===== config.mk =====
export PLATFORM = sky130hd
export DESIGN_NAME = control_unit
export DESIGN_NICKNAME = d
export VERILOG_FILES = /design/src/rtl/control_unit.sv
export SDC_FILE = /design/constraint.sdc
export NUM_CORES = 1
export LEC_CHECK = 0
export ABC_CLOCK_PERIOD_IN_PS = 5800
export CAP_MARGIN = 20
export CORE_MARGIN = 4
export CORE_UTILIZATION = 25
export CTS_BUF_LIST = sky130_fd_sc_hd__clkbuf_16
export DETAILED_ROUTE_END_ITERATION = 7
export GPL_TIMING_DRIVEN = 0
export PLACE_DENSITY = 0.52
export SYNTH_ARGS = -nofsm -noshare
export SYNTH_HDL_FRONTEND = slang
export SYNTH_SLANG_ARGS = --single-unit

===== constraint.sdc =====
create_clock -name clk -period 5.8 [get_ports clk]
set_clock_uncertainty 0.2 [all_clocks]
set_input_delay 1.45 -clock clk [delete_from_list [all_inputs] [get_ports clk]]
set_output_delay 1.45 -clock clk [all_outputs]
set_load 0.05 [all_outputs]

===== src/rtl/control_unit.sv =====
`default_nettype none
// ============================================================================
// Module   : control_unit
// Purpose  : Instruction-sequencing FSM for the 8-bit processor. Runs each
//            instruction as fetch (F0..F2), decode (D), then an opcode-specific
//            execute sequence, driving all datapath strobes Moore-style from
//            the current state and the latched IR.
// Options  : CU_BRANCH_COND_EN - when defined, conditional branches 21..28
//            evaluate their CCR flag; otherwise they are never taken.
// Revision : 1.0 - initial release
// ============================================================================
module control_unit (
    input  logic       clk,
    input  logic       rst,
    input  logic [7:0] IR,
    input  logic [3:0] CCR_Result,
    output logic       IR_Load,
    output logic       MAR_Load,
    output logic       PC_Load,
    output logic       PC_Inc,
    output logic       A_Load,
    output logic       B_Load,
    output logic       CCR_Load,
    output logic [2:0] ALU_Sel,
    output logic [1:0] BUS1_Sel,
    output logic [1:0] BUS2_Sel,
    output logic       write
);

    typedef enum logic [3:0] {
        S_F0  = 4'd0,
        S_F1  = 4'd1,
        S_F2  = 4'd2,
        S_D   = 4'd3,
        S_E0  = 4'd4,
        S_E1  = 4'd5,
        S_E2  = 4'd6,
        S_E3  = 4'd7,
        S_E4  = 4'd8,
        S_BNT = 4'd9
    } state_t;

    localparam logic [1:0] c_BUS1_PC  = 2'b00;
    localparam logic [1:0] c_BUS1_A   = 2'b01;
    localparam logic [1:0] c_BUS1_B   = 2'b10;
    localparam logic [1:0] c_BUS2_ALU = 2'b00;
    localparam logic [1:0] c_BUS2_B1  = 2'b01;
    localparam logic [1:0] c_BUS2_MEM = 2'b10;

    state_t r_state;
    state_t w_next;

    logic   w_ld_imm;
    logic   w_ld_dir;
    logic   w_store;
    logic   w_alu;
    logic   w_branch;
    logic   w_to_b;
    logic   w_cond;
    logic   w_taken;

    // Opcode classes; the execute states reuse these since IR is stable
    // from F2 until the next fetch.
    assign w_ld_imm = (IR == 8'h86) || (IR == 8'h88);
    assign w_ld_dir = (IR == 8'h87) || (IR == 8'h89);
    assign w_store  = (IR == 8'h96) || (IR == 8'h97);
    assign w_alu    = (IR >= 8'h42) && (IR <= 8'h47);
    assign w_branch = (IR >= 8'h20) && (IR <= 8'h28);
    assign w_to_b   = (IR == 8'h88) || (IR == 8'h89) || (IR == 8'h97);

`ifdef CU_BRANCH_COND_EN
    // Flag test for conditional branches, CCR_Result = {N,Z,V,C}.
    always_comb begin
        w_cond = 1'b0;
        case (IR)
            8'h21:   w_cond =  CCR_Result[3];
            8'h22:   w_cond = ~CCR_Result[3];
            8'h23:   w_cond =  CCR_Result[2];
            8'h24:   w_cond = ~CCR_Result[2];
            8'h25:   w_cond =  CCR_Result[1];
            8'h26:   w_cond = ~CCR_Result[1];
            8'h27:   w_cond =  CCR_Result[0];
            8'h28:   w_cond = ~CCR_Result[0];
            default: w_cond = 1'b0;
        endcase
    end
`else
    // Without condition evaluation every conditional branch falls through.
    logic w_unused_ccr;
    assign w_unused_ccr = ^CCR_Result;
    assign w_cond       = 1'b0;
`endif

    assign w_taken = (IR == 8'h20) || w_cond;

    // State register; reset abandons any instruction in flight.
    always_ff @(posedge clk) begin
        if (!rst) begin
            r_state <= S_F0;
        end else begin
            r_state <= w_next;
        end
    end

    // Next-state selection and Moore strobe decode (all quiet during reset).
    always_comb begin
        w_next   = S_F0;
        IR_Load  = 1'b0;
        MAR_Load = 1'b0;
        PC_Load  = 1'b0;
        PC_Inc   = 1'b0;
        A_Load   = 1'b0;
        B_Load   = 1'b0;
        CCR_Load = 1'b0;
        ALU_Sel  = 3'b000;
        BUS1_Sel = c_BUS1_PC;
        BUS2_Sel = c_BUS2_ALU;
        write    = 1'b0;

        case (r_state)
            S_F0:  w_next = S_F1;
            S_F1:  w_next = S_F2;
            S_F2:  w_next = S_D;
            S_D: begin
                if (w_ld_imm || w_ld_dir || w_store || w_alu) begin
                    w_next = S_E0;
                end else if (w_branch) begin
                    w_next = w_taken ? S_E0 : S_BNT;
                end else begin
                    w_next = S_F0;
                end
            end
            S_E0:  w_next = w_alu ? S_F0 : S_E1;
            S_E1:  w_next = S_E2;
            S_E2:  w_next = (w_ld_imm || w_branch) ? S_F0 : S_E3;
            S_E3:  w_next = w_store ? S_F0 : S_E4;
            default: w_next = S_F0;
        endcase

        if (rst) begin
            case (r_state)
                S_F0: begin
                    BUS2_Sel = c_BUS2_B1;
                    MAR_Load = 1'b1;
                end
                S_F1:  PC_Inc = 1'b1;
                S_F2: begin
                    BUS2_Sel = c_BUS2_MEM;
                    IR_Load  = 1'b1;
                end
                S_E0: begin
                    if (w_alu) begin
                        BUS1_Sel = c_BUS1_A;
                        ALU_Sel  = IR[2:0] - 3'd2;
                        A_Load   = 1'b1;
                        CCR_Load = 1'b1;
                    end else begin
                        BUS2_Sel = c_BUS2_B1;
                        MAR_Load = 1'b1;
                    end
                end
                // Branches only wait here; loads and stores step past the operand.
                S_E1:  PC_Inc = ~w_branch;
                S_E2: begin
                    BUS2_Sel = c_BUS2_MEM;
                    if (w_ld_imm) begin
                        A_Load = ~w_to_b;
                        B_Load =  w_to_b;
                    end else if (w_branch) begin
                        PC_Load = 1'b1;
                    end else begin
                        MAR_Load = 1'b1;
                    end
                end
                S_E3: begin
                    if (w_store) begin
                        BUS1_Sel = w_to_b ? c_BUS1_B : c_BUS1_A;
                        write    = 1'b1;
                    end
                end
                S_E4: begin
                    BUS2_Sel = c_BUS2_MEM;
                    A_Load   = ~w_to_b;
                    B_Load   =  w_to_b;
                end
                S_BNT: PC_Inc = 1'b1;
                default: ;
            endcase
        end
    end

endmodule
`default_nettype wire


# Word-level counts from Yosys, hierarchy flattened
# Index checks and enable logic that the tools add are counted.
[totals] latchBits=0 out_inout_bits=15 romBits=0 in_bits=14 mem_count=0 mem_bits_rw=0 reg_bits=4
[classes] addsub=1 n_div=0 n_lt_le_gt_ge=4 n_reduce_logical=14 multipliers=0 shift=0 eq_ne=16 bitwise=2 muxes=43
[ops] operator="8-bit == test, second input constant" count=6
[ops] operator="4-bit case mux with 8 select lines" count=1
[ops] operator="1-bit 2-to-1 mux" count=23
[ops] operator="4-bit by 3-bit == test with 1-bit output, second input constant" count=4
[ops] operator="4-bit 2-to-1 mux" count=4
[ops] operator="3-bit 2-to-1 mux" count=5
[ops] operator="1-bit logical OR" count=9
[ops] operator="4-bit by 2-bit == test with 1-bit output, second input constant" count=2
[ops] operator="4-bit == test, second input constant" count=2
[ops] operator="8-bit by 6-bit == test with 1-bit output, second input constant" count=1
[ops] operator="8-bit by 6-bit >= comparator with 1-bit output, second input constant" count=1
[ops] operator="8-bit by 7-bit >= comparator with 1-bit output, second input constant" count=1
[ops] operator="8-bit by 6-bit <= comparator with 1-bit output, second input constant" count=1
[ops] operator="8-bit by 7-bit <= comparator with 1-bit output, second input constant" count=1
[ops] operator="2-bit 2-to-1 mux" count=4
[ops] operator="1-bit case mux with 3 select lines" count=2
[ops] operator="2-bit case mux with 3 select lines" count=1
[ops] operator="4-bit by 1-bit == test with 1-bit output, second input constant" count=1
[ops] operator="4-bit logical NOT" count=1
[ops] operator="1-bit case mux with 2 select lines" count=2
[ops] operator="2-bit case mux with 2 select lines" count=1
[ops] operator="3-bit OR reduction" count=1
[ops] operator="3-bit by 2-bit subtractor with 3-bit output, second input constant" count=1
[ops] operator="1-bit logical AND" count=2
[ops] operator="2 further kinds" count=3

# Longest topological paths before layout
[depth] ltp_word=7 mapped_depth=6

# Worst setup path before layout
# No wires, ideal clock.
[synth_path] path_type="input to output" start="input IR[1]" end="output BUS2_Sel[0]" path_slack_ps=-78 arrival_time_ps=4228 path_stages=3 path_buffers=0 cell_sequence="nor2_1 > nor3_4 > a2111oi_0"
[synth_via] elab_chain_cells=5
[synth_rtl] element="from (decl)" line_no="15" source="input logic [7:0] IR,"
[synth_rtl] element="8-bit by 7-bit >= comparator with 1-bit output or 8-bit by 7-bit <= comparator with 1-bit output (tied branches)" line_no="67" source="assign w_alu = (IR >= 8'h42) && (IR <= 8'h47);"
[synth_rtl] element="1-bit logical AND *" line_no="67"
[synth_rtl] element="1-bit 2-to-1 mux *" line_no="152" source="if (w_alu) begin"
[synth_rtl] element="2-bit case mux with 3 select lines *" line_no="141" source="case (r_state)"
[synth_rtl] element="2-bit 2-to-1 mux *" line_no="140" source="if (rst) begin"
[synth_rtl] element="to (decl)" line_no="26" source="output logic [1:0] BUS2_Sel,"
# Every way passes the cells marked *; elsewhere a longest branch is shown, timed or not.

# Worst setup path after layout
[layout_path] start="input IR[3]" end="output BUS1_Sel[0]"
[layout_via] elab_chain_cells=7
[layout_rtl] element="parallel branches: the longest is 5 deep, another holds 8-bit by 7-bit >= comparator with 1-bit output"
[layout_rtl] element="2-bit case mux with 2 select lines *" line_no="141"
[layout_rtl] element="2-bit 2-to-1 mux *" line_no="140"
[layout_rtl] element="to (decl)" line_no="25" source="output logic [1:0] BUS1_Sel,"
# Every way passes the cells marked *.

==> impl_metrics.ini <==
[finish]
final_common_cell = clkdlybuf4s50_1
top_register = r_state
largestRegisters = r_state (4)
diodes = 0
drive_gt1_frac = 0.174
final_area_sq_um = 1020
most-common-layout-cells = 24 x clkdlybuf4s50_1, 8 x nor2_1, 7 x nor3_1
largest_register_ffs = 4
area_growth_syn_to_layout_pct = 53.3
fin_nets = 132

[power_and_ir_drop]
p_sw_frac = 0.263
pwr-share-clk = 0.576
pwr-share-seq = 0.168
finalPower_uw = 185
powerDensity_nw_per_um2 = 181
p_switching_uw = 48.5
internal_power_uw = 136
total_leakage_power_nw = 0.381
peakVddDrop_mv = 0.188
p_comb_frac = 0.255

[setup_path]
crit_family = buffers and inverters
reg2reg_from = r_state[2]
path_cells = clkdlybuf4s50_1, or3b_4, nor3_4, nand4_2, a21bo_1, clkdlybuf4s50_1
slowest_stage = clkdlybuf4s50_1
regToRegSetupSlack_ns = 4.16
cp.required_ns = 4.15
end_kind = output pin
crit_fanout = 8
reg2regPathDepth = 5
critical_path_arrival_ns = 3.83
cpPeakStageDelay_ns = 0.80
crit_buf_inv = 2
reg2reg_to = r_state[2]
cp-start-kind = primary input
critPathKind = in2out
crit_path_frequent_cell = clkdlybuf4s50_1

[routing]
vias = 768
via_per_inst = 5.30
met1_length_microns = 958
finalWirelength_microns = 1910
drtIter0Drc = 14
routed-wl-met3_microns = 96
wl_per_cell_microns = 13.2
top_layer_used = met3
route.detailed.drc = 0
wl_met2_microns = 854
drt_first_pass_iters = 4
ant_nets = 0

[die]
rows = 18
die_h_microns = 59.6
core_area_sq_um = 2500
ioPinCount = 29
die_w_microns = 59.6
dieArea_sq_um = 3550
start_util = 0.266

[cts]
cts_root_buffer = clkbuf_16
htree_levels = 1
cts.sinks = 4
cts_made_buffers = 3
ctsResizeCount = 0
clkLatencyLatePin_ns = 0.22
path_clk_slew_ns = 0.03
cts_setup_buffers = 0
cts.hold.buffers_added = 0
cts_tree = built
clk_path_buf_depth = 2

[global_route]
overflow = 0
grt_pass1_vias = 754
grt_first_pass_wirelength_microns = 3280
grtUsageTotal = 0.117
antenna_found_initial = 0
grt_max_degree = 11

[timing]
finalHoldViolCount = 0
tightest_slew_ns = 0.508
grt_setup_unrepaired = false
setup_tns_ns = 0
holdWs_ns = 0.409
slew_headroom = 0.660
timing.fmax_mhz = 182
setup_ws_ns = 0.320
min_period_ns = 5.48
finalCritPeriodShare = 0.945
final_max_slew_viol_count = 0
setup_violations = 0

[synth]
synth_top_area_share = 0.121
yosys.area.top_type = dfxtp_1
ys_seq_area_frac = 0.121
synthFlopType = dfxtp_1
synth_area_leaders = dfxtp_1 12%, nor3_1 5.3%, nor2_1 4.5%, inv_1 3.4%, a21oi_1 3.0%
async_flop_share = 0
netlist_area_sq_um = 664
synth_edf_count = 0
yosysUniqueCellTypes = 47
syn_nets = 103
synth-seq-cells = 4
synth_area_per_cell_sq_um = 7.55
synthCells = 88
ys_warn_count = 0

[min_path]
hp-start = r_state[0]
hold_class = reg2reg
hold_end = r_state[3]
hold_path_depth = 3

[place]
dp_hpwl_microns = 1530
place_area_sq_um = 943
dp_slack_ns = 0.283
port_buffers = 24
gp_congestion = 0.817

[job]
drv_cap = 0

[outcome]
outcome = completed
==> cell usage after synthesis (2+ instances only) <==
master,count
a31oi_1,2
o21ai_0,4
nor4b_1,2
nand3_1,2
nand2b_1,3
or3b_1,2
and4b_1,2
nor2_1,8
buf_4,2
nor3_1,7
dfxtp_1,4
a21oi_1,4
inv_1,6
nor3b_1,2
o211ai_1,2
nand2_1,5
==> area by class of cell <==
cell class | count | area (sq um)
buffer | 4 | 30.0
multi-input combinational | 73 | 529
fill | 249 | 1480
clock buffer | 3 | 75.1
sequential | 4 | 80.1
timing repair buffer | 24 | 240
inverter | 7 | 26.3
tap | 30 | 37.5
==> stage by stage <==
| stage | util | std cells |
|---|---|---|
| 2_1_floorplan | - | 88 |
| 3_3_place_gp | 0.377 | 142 |
| 3_5_place_dp | 0.377 | 142 |
| 4_1_cts | 0.407 | 145 |
| 5_1_grt | 0.407 | 145 |
| 6_report | 0.407 | 145 |
==> logic make-up after synthesis <==
| logic type | count (synthesis) | synth area share |
|---|---|---|
| and+or+nand+nor | 47 | 0.482 |
| AOI/OAI and AO/OA | 24 | 0.281 |
| buffers and inverters | 11 | 0.0847 |
| DFF | 4 | 0.121 |
| xor gates and xnor gates | 1 | 0.0132 |
| adders and majority gates | 1 | 0.0188 |
==> power groups by stage <==
stage	combinational [mW]	clock, mW	sequential [mW]
floorplan	0.0287	0	0.0308
global placement	0.0471	0	0.0316
detailed placement	0.0472	0	0.0313
CTS	0.0473	0.109	0.0310
global route	0.0510	0.110	0.0313
finish	0.0471	0.106	0.0311
==> worst min-delay path, delay by kind of cell, from the launching register on <==
kind                   cells  cell delay, ns
flip-flops                 1            0.29
buffers and inverters      1            0.13
AND/OR/NAND/NOR            2            0.13
==> layer usage <==
metal / global-route usage / vias to the layer above
li1: - / 393
met1: 0.163 / 350
met2: 0.195 / 25
met3: 0.00871 / 0
met4: 0.0285 / 0
met5: 0 / -
==> how the worst max path moves through the flow <==
stage | start | to | slack [ns] | cells after the start
2_1_floorplan | IR[1] | BUS2_Sel[0] | 0.58 | 3
3_3_place_gp | IR[3] | A_Load | 0.28 | 6
3_5_place_dp | IR[6] | BUS1_Sel[0] | 0.28 | 6
4_1_cts | IR[6] | BUS1_Sel[0] | 0.29 | 6
5_1_grt | IR[3] | A_Load | 0.14 | 6
6_report | IR[3] | BUS1_Sel[0] | 0.32 | 6
(Power assumes the default switching activity.)
